===== src/rtl/divider_32_bit_seq.sv =====
// Sequential unsigned restoring divider that yields one quotient bit per clock.
// Start/Busy/Done handshake. A zero divisor skips the iteration and reports an all-ones quotient.
module divider_32_bit_seq #(
  parameter int DATA_WIDTH = 32
) (
  input  logic                  Clock,
  input  logic                  Reset,
  input  logic                  Start_In,
  input  logic [DATA_WIDTH-1:0] Dividend_In,
  input  logic [DATA_WIDTH-1:0] Divisor_In,
  output logic                  Busy_Out,
  output logic                  Done_Out,
  output logic [DATA_WIDTH-1:0] Quotient_Out,
  output logic [DATA_WIDTH-1:0] Remainder_Out,
  output logic                  Div_By_Zero_Out
);

  localparam int CNT_W = $clog2(DATA_WIDTH + 1);
  localparam logic [CNT_W-1:0] LAST_ITER = CNT_W'(DATA_WIDTH - 1);

  typedef enum logic [1:0] {
    ST_IDLE = 2'd0,
    ST_RUN  = 2'd1,
    ST_DONE = 2'd2
  } state_t;

  state_t                  state_reg;
  state_t                  state_next;
  logic [CNT_W-1:0]        count_reg;
  logic [DATA_WIDTH-1:0]   rem_reg;
  logic [DATA_WIDTH-1:0]   quo_reg;
  logic [DATA_WIDTH-1:0]   divisor_reg;
  logic [DATA_WIDTH-1:0]   quotient_reg;
  logic [DATA_WIDTH-1:0]   remainder_reg;
  logic                    dbz_reg;

  logic                    start_accept;
  logic                    divisor_zero;
  logic                    last_iter;

  logic [DATA_WIDTH:0]     shifted;
  logic [DATA_WIDTH:0]     diff;
  logic                    trial_ok;
  logic [DATA_WIDTH-1:0]   rem_step;
  logic [DATA_WIDTH-1:0]   quo_step;

  assign start_accept = (state_reg == ST_IDLE) && Start_In;
  assign divisor_zero = (Divisor_In == '0);
  assign last_iter    = (state_reg == ST_RUN) && (count_reg == LAST_ITER);

  // One restoring step. The shifted remainder is DATA_WIDTH+1 bits wide. Its top bit set
  // means it already exceeds any divisor, so the subtract always succeeds in that case.
  // The low-word difference is then the correct result modulo 2^DATA_WIDTH.
  always_comb begin
    shifted  = {rem_reg, quo_reg[DATA_WIDTH-1]};
    diff     = {1'b0, shifted[DATA_WIDTH-1:0]} - {1'b0, divisor_reg};
    trial_ok = shifted[DATA_WIDTH] | ~diff[DATA_WIDTH];
    rem_step = trial_ok ? diff[DATA_WIDTH-1:0] : shifted[DATA_WIDTH-1:0];
    quo_step = {quo_reg[DATA_WIDTH-2:0], trial_ok};
  end

  always_ff @(posedge Clock) begin
    if (Reset) begin
      state_reg <= ST_IDLE;
    end else begin
      state_reg <= state_next;
    end
  end

  always_comb begin
    state_next = state_reg;
    case (state_reg)
      ST_IDLE: begin
        if (Start_In) begin
          state_next = divisor_zero ? ST_DONE : ST_RUN;
        end
      end
      ST_RUN: begin
        if (last_iter) begin
          state_next = ST_DONE;
        end
      end
      ST_DONE: state_next = ST_IDLE;
      default: state_next = ST_IDLE;
    endcase
  end

  always_comb begin
    Busy_Out = 1'b0;
    Done_Out = 1'b0;
    case (state_reg)
      ST_RUN:  Busy_Out = 1'b1;
      ST_DONE: begin
        Busy_Out = 1'b1;
        Done_Out = 1'b1;
      end
      default: ;
    endcase
  end

  // Working registers and the result registers. The result registers move only on an
  // accepted start (zero-divisor path), on the last iteration, or on reset.
  always_ff @(posedge Clock) begin
    if (Reset) begin
      count_reg     <= '0;
      rem_reg       <= '0;
      quo_reg       <= '0;
      divisor_reg   <= '0;
      quotient_reg  <= '0;
      remainder_reg <= '0;
      dbz_reg       <= 1'b0;
    end else if (start_accept) begin
      divisor_reg <= Divisor_In;
      count_reg   <= '0;
      if (divisor_zero) begin
        quotient_reg  <= '1;
        remainder_reg <= Dividend_In;
        dbz_reg       <= 1'b1;
      end else begin
        rem_reg <= '0;
        quo_reg <= Dividend_In;
        dbz_reg <= 1'b0;
      end
    end else if (state_reg == ST_RUN) begin
      rem_reg   <= rem_step;
      quo_reg   <= quo_step;
      count_reg <= count_reg + 1'b1;
      if (last_iter) begin
        quotient_reg  <= quo_step;
        remainder_reg <= rem_step;
      end
    end
  end

  assign Quotient_Out    = quotient_reg;
  assign Remainder_Out   = remainder_reg;
  assign Div_By_Zero_Out = dbz_reg;

endmodule

===== config.mk =====
export PLATFORM = sky130hd
export DESIGN_NAME = divider_32_bit_seq
export DESIGN_NICKNAME = d
export VERILOG_FILES = /design/src/rtl/divider_32_bit_seq.sv
export SDC_FILE = /design/constraint.sdc
export NUM_CORES = 1
export LEC_CHECK = 0
export CORE_MARGIN = 4
export CORE_UTILIZATION = 55
export CTS_CLUSTER_SIZE = 12
export DETAILED_ROUTE_END_ITERATION = 10
export PLACE_DENSITY = 0.85
export SLEW_MARGIN = 20
export SYNTH_ARGS = -nofsm -noshare
export SYNTH_HDL_FRONTEND = slang
export SYNTH_SLANG_ARGS = --single-unit

===== constraint.sdc =====
create_clock -name Clock -period 3.5 [get_ports Clock]
set_input_delay 0.7 -clock Clock [delete_from_list [all_inputs] [get_ports Clock]]
set_output_delay 0.7 -clock Clock [all_outputs]
set_load 0.02 [all_outputs]

# After elaboration in Yosys (flattened, before gate mapping)
# Index checks and enable logic that the tools add are counted.
word_totals:
  regBits: 169
  word_cells: 52
classes:
  n_addsub: 2
  n_reduce_logical: 11
  n_eq_ne: 7
  bitwise_logic: 2
  n_mux: 22
op_table:
  columns: ["operator", "count"]
  rows:
  - ["$mux 32", 15]
  - ["$sub 32x32->33", 1]
  - ["$logic_not 32->1", 1]
  - ["$add 6x1->6 const B", 1]
  - ["$eq 6x5->1 const B", 1]
  - ["$mux 2", 3]
  - ["$ne 2x2->1 const B", 3]
  - ["$pmux 2 s2", 1]
  - ["$reduce_and 2->1", 2]
  - ["$reduce_bool 2->1", 2]
  - ["$reduce_or 2->1", 2]
  - ["$mux 1", 3]
  - ["$reduce_and 3->1", 1]
  - ["$eq 2x1->1 const B", 1]
  - ["$eq 2x2->1 const B", 1]
  - ["$logic_and 1x1->1", 2]
  - ["$logic_not 2->1", 1]
  - ["$ne 2x1->1 const B", 1]
  - ["$not 1->1", 1]
  - ["$or 1x1->1", 1]

# Longest topological paths before layout
logic_depth:
  word_depth: 7
  ltp_mapped: 14
  depth_no_buf: 12

# Least setup slack after synthesis
# Ideal clock, no wire load.
synth_path:
  path_kind: "register -> register"
  from: "register quo_reg[31]"
  to: "register remainder_reg[28] (netlist: Remainder_Out[28])"
  path_buffers: 2
  arrival_ns: 2.565
  setup_slack_ns: 0.850
  path_stages_with_launch: 14
  cell_sequence: "dfxtp_1 inv_1 ha_1 fa_1 nand2b_1 a21oi_1 o21a_1 o311ai_1 o211a_2 buf_8 buf_6 o31ai_1 a21oi_1 a211oi_1"
synth_via:
  elab_chain_len: 7
synth_lines:
  columns: ["item", "line_no", "rtl"]
  rows:
  - ["from (decl)", "31", "logic [DATA_WIDTH-1:0] quo_reg;"]
  - ["from (signal assigned)", "121", "quo_reg <= Dividend_In;"]
  - ["from (signal assigned)", "126", "quo_reg <= quo_step;"]
  - ["$sub 32x32->33 *", "56", "diff = {1'b0, shifted[DATA_WIDTH-1:0]} - {1'b0, divisor_reg};"]
  - ["$not 1->1", "57", "trial_ok = shifted[DATA_WIDTH] | ~diff[DATA_WIDTH];"]
  - ["$or 1x1->1", "57", null]
  - ["$mux 32 *", "58", "rem_step = trial_ok ? diff[DATA_WIDTH-1:0] : shifted[DATA_WIDTH-1:0];"]
  - ["$mux 32 *", "128", "if (last_iter) begin"]
  - ["$mux 32 *", "124", "end else if (state_reg == ST_RUN) begin"]
  - ["$mux 32 *", "112", "end else if (start_accept) begin"]
  - ["to (signal assigned)", "117", "remainder_reg <= Dividend_In;"]
  - ["to (signal assigned)", "130", "remainder_reg <= rem_step;"]
  - ["to (decl)", "34", "logic [DATA_WIDTH-1:0] remainder_reg;"]
# Mark *: on every way between the ends. The rest lies on a longest branch, timed or not. The select of a mux whose other input is x is not followed.
# A chain may end at the register's enable or synchronous reset.

# Worst setup path after layout
layout_path:
  from: "register rem_reg[27]"
  to: "register remainder_reg[6] (netlist: Remainder_Out[6])"
layout_via:
  elab_chain_len: 7
layout_lines:
  columns: ["item", "line_no", "rtl"]
  rows:
  - ["from (decl)", "30", "logic [DATA_WIDTH-1:0] rem_reg;"]
  - ["from (signal assigned)", "125", "rem_reg <= rem_step;"]
  - ["$sub 32x32->33", "56", null]
  - ["$not 1->1", "57", null]
  - ["$or 1x1->1", "57", null]
  - ["$mux 32", "58", null]
  - ["$mux 32", "128", null]
  - ["$mux 32", "124", null]
  - ["$mux 32", "112", null]
# No other way between the ends. The select of a mux whose other input is x is not followed.

==> PnR_summary.wiki <==
{| class="wikitable"
! Metric !! Value
|-
| Status || finished clean
|-
| Depth of the worst hold-timing path || 2
|-
| TritonCTS clock tree || yes
|-
| Grt ovf || 0
|-
| CTS clk-pin slew, worst paths || 0.07 ns
|-
| Total power density per cell area || 914 nW/um2
|-
| Hold buffer count at CTS || 0
|-
| Reg2reg path depth || 11
|-
| Gr usage total || 0.270
|-
| Synth Net Count || 1212
|-
| Post-synthesis cell count || 1108
|-
| Element type at the critical path end || flop
|-
| Unrepaired setup endpoints after global routing || false
|-
| Highest clock rate || 0.324 GHz
|-
| Half-perimeter wire length of the detailed placement result || 18100 um
|-
| Path class of the lowest-slack min-delay path || reg -> reg
|-
| Core ar. || 15400 um2
|-
| Initial standard-cell utilization of the core || 0.568
|-
| Number of failing hold endpoints at the final stage || 0
|-
| Post-synth top flop || sky130_fd_sc_hd__dfxtp_1
|-
| Core Util, Final || 0.704
|-
| Layout cell share with drive strength beyond 1 || 0.0884
|-
| Number of cells upsized or downsized after cts || 0
|-
| Beginning of the worst hold path || divisor_reg[13]$_SDFFE_PP0P_
|-
| Area occupied by multi-input gates || 4860 um2
|-
| Number of buffers on the longest clock path || 2
|-
| Min-Delay Endpoint || divisor_reg[13]$_SDFFE_PP0P_
|-
| Critical path required time || 3.84 ns
|-
| Seq. cell area || 3380 um2
|-
| Data arrival time of the worst path || 3.42 ns
|-
| Total negative setup slack || 0 ns
|-
| Residual DRC count || 0
|-
| Worst R2R End || Remainder_Out[6]$_SDFFE_PP0P_
|-
| Final instance count without filler cells || 1433
|-
| Pin slew with the least headroom to its limit || 0.839 ns
|-
| Final weighted congestion in routability-driven placement || 0.900
|-
| Final worst path period share || 0.882
|-
| Total Wirelength || 24700 um
|-
| Horiz. Die Dim || 134 um
|-
| Average routed wire per standard cell || 17.2 um
|-
| Critical R2R Launch || rem_reg[27]$_SDFFE_PP0P_
|-
| Final net count || 1313
|-
| Clock Tree Root || sky130_fd_sc_hd__clkbuf_16
|-
| Synthesis-to-finish area growth || 23.9%
|-
| Critical path fanouts, max || 21
|-
| Number of search-and-repair iterations in the first detailed-routing pass || 6
|-
| Die H || 134 um
|-
| I/O pin total || 134
|-
| Synth warn || 0
|-
| Total power after layout || 9.92 mW
|-
| Number of max-cap violations || 0
|-
| Antenna viol nets, final || 0
|-
| Layout Skew || 0.0137 ns
|-
| Pin count of the biggest net entering global routing || 82
|-
| Layout fillers || 1264
|-
| Placed cell count || 1401
|-
| Leakage dissipation || 4.18 nW
|-
| Wire length of the first global-routing pass || 39400 um
|-
| Register area share after synthesis || 0.386
|-
| Max transition margin || 0.440
|-
| Via count of the first global-routing pass || 7594
|-
| Vias per Instance || 5.88
|-
| Drt first-iter violations || 833
|-
| WHS || 0.454 ns
|-
| Peak supply drop || 0.710 mV
|-
| Mean instance size in the synthesized netlist || 7.91 um2
|-
| Num Clock Sinks || 169
|-
| Worst Setup Start Kind || flop
|-
| Total of endpoints with negative setup slack in the final report || 0
|-
| Unique cell type count in the Yosys netlist || 67
|-
| Netlist area before placement || 8760 um2
|-
| Setup slack, reg-to-reg || 0.41 ns
|-
| Detailed-route via count || 8420
|-
| Number of buffer cells added on primary ports || 133
|-
| Cell Rows || 45
|-
| Synth async-reset ratio || 0
|-
| Post-CTS Setup Repair Bufs || 0
|-
| Classification of the worst setup path || reg -> reg
|-
| Number of H-tree branching levels || 4
|-
| Slew Limit Fails || 0
|-
| Minimum clock period after layout || 3.09 ns
|-
| Diode count || 0
|-
| Initial antenna violation count || 0
|-
| Flip-flop and latch count after synthesis || 169
|-
| Number of buffers added by the clock tree synthesis step || 17
|-
| Number of enable flip-flop cells after synthesis || 0
|-
| Worst-skew pair later-pin latency || 0.44 ns
|-
| Die outline area || 18000 um2
|}
[layout by cell type, fill, tap and decap left out, types with 14 or more instances in the layout]
master                            instances
sky130_fd_sc_hd__a311oi_1                38
sky130_fd_sc_hd__mux2i_1                 15
sky130_fd_sc_hd__o21ai_0                 31
sky130_fd_sc_hd__inv_1                   43
sky130_fd_sc_hd__nand3_1                 14
sky130_fd_sc_hd__ha_1                    36
sky130_fd_sc_hd__o21ai_1                 15
sky130_fd_sc_hd__clkbuf_16               17
sky130_fd_sc_hd__dfxtp_1                169
sky130_fd_sc_hd__a21oi_1                103
sky130_fd_sc_hd__o221a_2                 33
sky130_fd_sc_hd__xnor2_1                 17
sky130_fd_sc_hd__xor2_1                  14
sky130_fd_sc_hd__buf_4                   25
sky130_fd_sc_hd__nand2_1                224
sky130_fd_sc_hd__a211oi_1                14
sky130_fd_sc_hd__clkdlybuf4s50_1        132
sky130_fd_sc_hd__nor2_1                 117
[area by class of cell]
class / instances / area share
multi-input cells: 816 / 0.448
flip-flops and latches: 169 / 0.311
repair buffers: 161 / 0.146
clock buffers: 17 / 0.0392
well taps: 211 / 0.0243
clock inverters: 15 / 0.0158
inverters: 44 / 0.0152
[cells by family (layout without fill, tap and decap cells)]
| group | Yosys count | after routing | synth area share |
|---|---|---|---|
| simple gates | 418 | 418 | 0.201 |
| compound gates | 315 | 315 | 0.251 |
| flops | 169 | 169 | 0.386 |
| buf+inv | 123 | 237 | 0.0602 |
| fa+ha+maj | 37 | 37 | 0.0537 |
| xor+xnor | 31 | 31 | 0.0310 |
| mux | 15 | 15 | 0.0171 |
[report_power, final]
group / switching, mW / internal [mW] / total, mW
Clock: 0.883 / 1.02 / 1.90
Sequential: 0.226 / 2.15 / 2.38
Combinational: 3.33 / 2.32 / 5.64
[worst max path at each step]
stage / startpoint / endpoint / slack [ns]
final: rem_reg[27]$_SDFFE_PP0P_ / Remainder_Out[6]$_SDFFE_PP0P_ / 0.41
after global routing: quo_reg[31]$_SDFFE_PP0P_ / rem_reg[18]$_SDFFE_PP0P_ / 0.17
after CTS: rem_reg[27]$_SDFFE_PP0P_ / Remainder_Out[10]$_SDFFE_PP0P_ / 0.46
after detailed placement: Divisor_In[25] / Remainder_Out[20]$_SDFFE_PP0P_ / 0.44
after global placement: Divisor_In[25] / Remainder_Out[20]$_SDFFE_PP0P_ / 0.44
after floorplan: quo_reg[31]$_SDFFE_PP0P_ / Remainder_Out[28]$_SDFFE_PP0P_ / 0.85
[worst max-delay path, cell delays in order (launching register included)]
cell and delay (ns):
sky130_fd_sc_hd__dfxtp_1 0.36, sky130_fd_sc_hd__ha_1 0.41, sky130_fd_sc_hd__and3_4 0.21, sky130_fd_sc_hd__a221oi_2 0.34
sky130_fd_sc_hd__o21ai_1 0.12, sky130_fd_sc_hd__a211oi_1 0.27, sky130_fd_sc_hd__o211a_2 0.43, sky130_fd_sc_hd__buf_12 0.22
sky130_fd_sc_hd__nand2_1 0.06, sky130_fd_sc_hd__o21ai_1 0.16, sky130_fd_sc_hd__nand2_1 0.10, sky130_fd_sc_hd__a311oi_1 0.32
[metal layers]
metal  GRT usage  vias to the layer above  share of wire
met5           0                        -              0
met1       0.395                     3841           0.46
met2       0.404                      389           0.43
met3      0.0503                       47          0.090
met4      0.0831                        0          0.020
li1            -                     4143              -
[stage by stage]
step	instance area, um2	setup WS, ns
final	10900	0.413
after global routing	10900	0.168
after CTS	10900	0.465
after detailed placement	10300	0.437
after global placement	10300	0.440
after floorplan	8760	0.850
[synth_stat cells (10+ instances only)]
| cell type | number | area share |
|---|---|---|
| sky130_fd_sc_hd__nor3_1 | 10 | 0.0057 |
| sky130_fd_sc_hd__ha_1 | 36 | 0.051 |
| sky130_fd_sc_hd__a211oi_1 | 14 | 0.012 |
| sky130_fd_sc_hd__nand3_1 | 14 | 0.0080 |
| sky130_fd_sc_hd__clkbuf_1 | 51 | 0.022 |
| sky130_fd_sc_hd__o21ai_0 | 31 | 0.018 |
| sky130_fd_sc_hd__o221a_2 | 33 | 0.042 |
| sky130_fd_sc_hd__nor2_1 | 117 | 0.050 |
| sky130_fd_sc_hd__nor4_1 | 10 | 0.0071 |
| sky130_fd_sc_hd__dfxtp_1 | 169 | 0.39 |
| sky130_fd_sc_hd__xor2_1 | 14 | 0.014 |
| sky130_fd_sc_hd__buf_2 | 13 | 0.0074 |
| sky130_fd_sc_hd__xnor2_1 | 17 | 0.017 |
| sky130_fd_sc_hd__nand2_1 | 226 | 0.097 |
| sky130_fd_sc_hd__o21ai_1 | 16 | 0.0091 |
| sky130_fd_sc_hd__inv_1 | 43 | 0.018 |
| sky130_fd_sc_hd__mux2i_1 | 15 | 0.017 |
| sky130_fd_sc_hd__o22ai_1 | 10 | 0.0071 |
| sky130_fd_sc_hd__o21a_1 | 10 | 0.0086 |
| sky130_fd_sc_hd__a311oi_1 | 38 | 0.038 |
| sky130_fd_sc_hd__a21oi_1 | 103 | 0.059 |
Note: power is estimated with default switching activity, not from simulation.
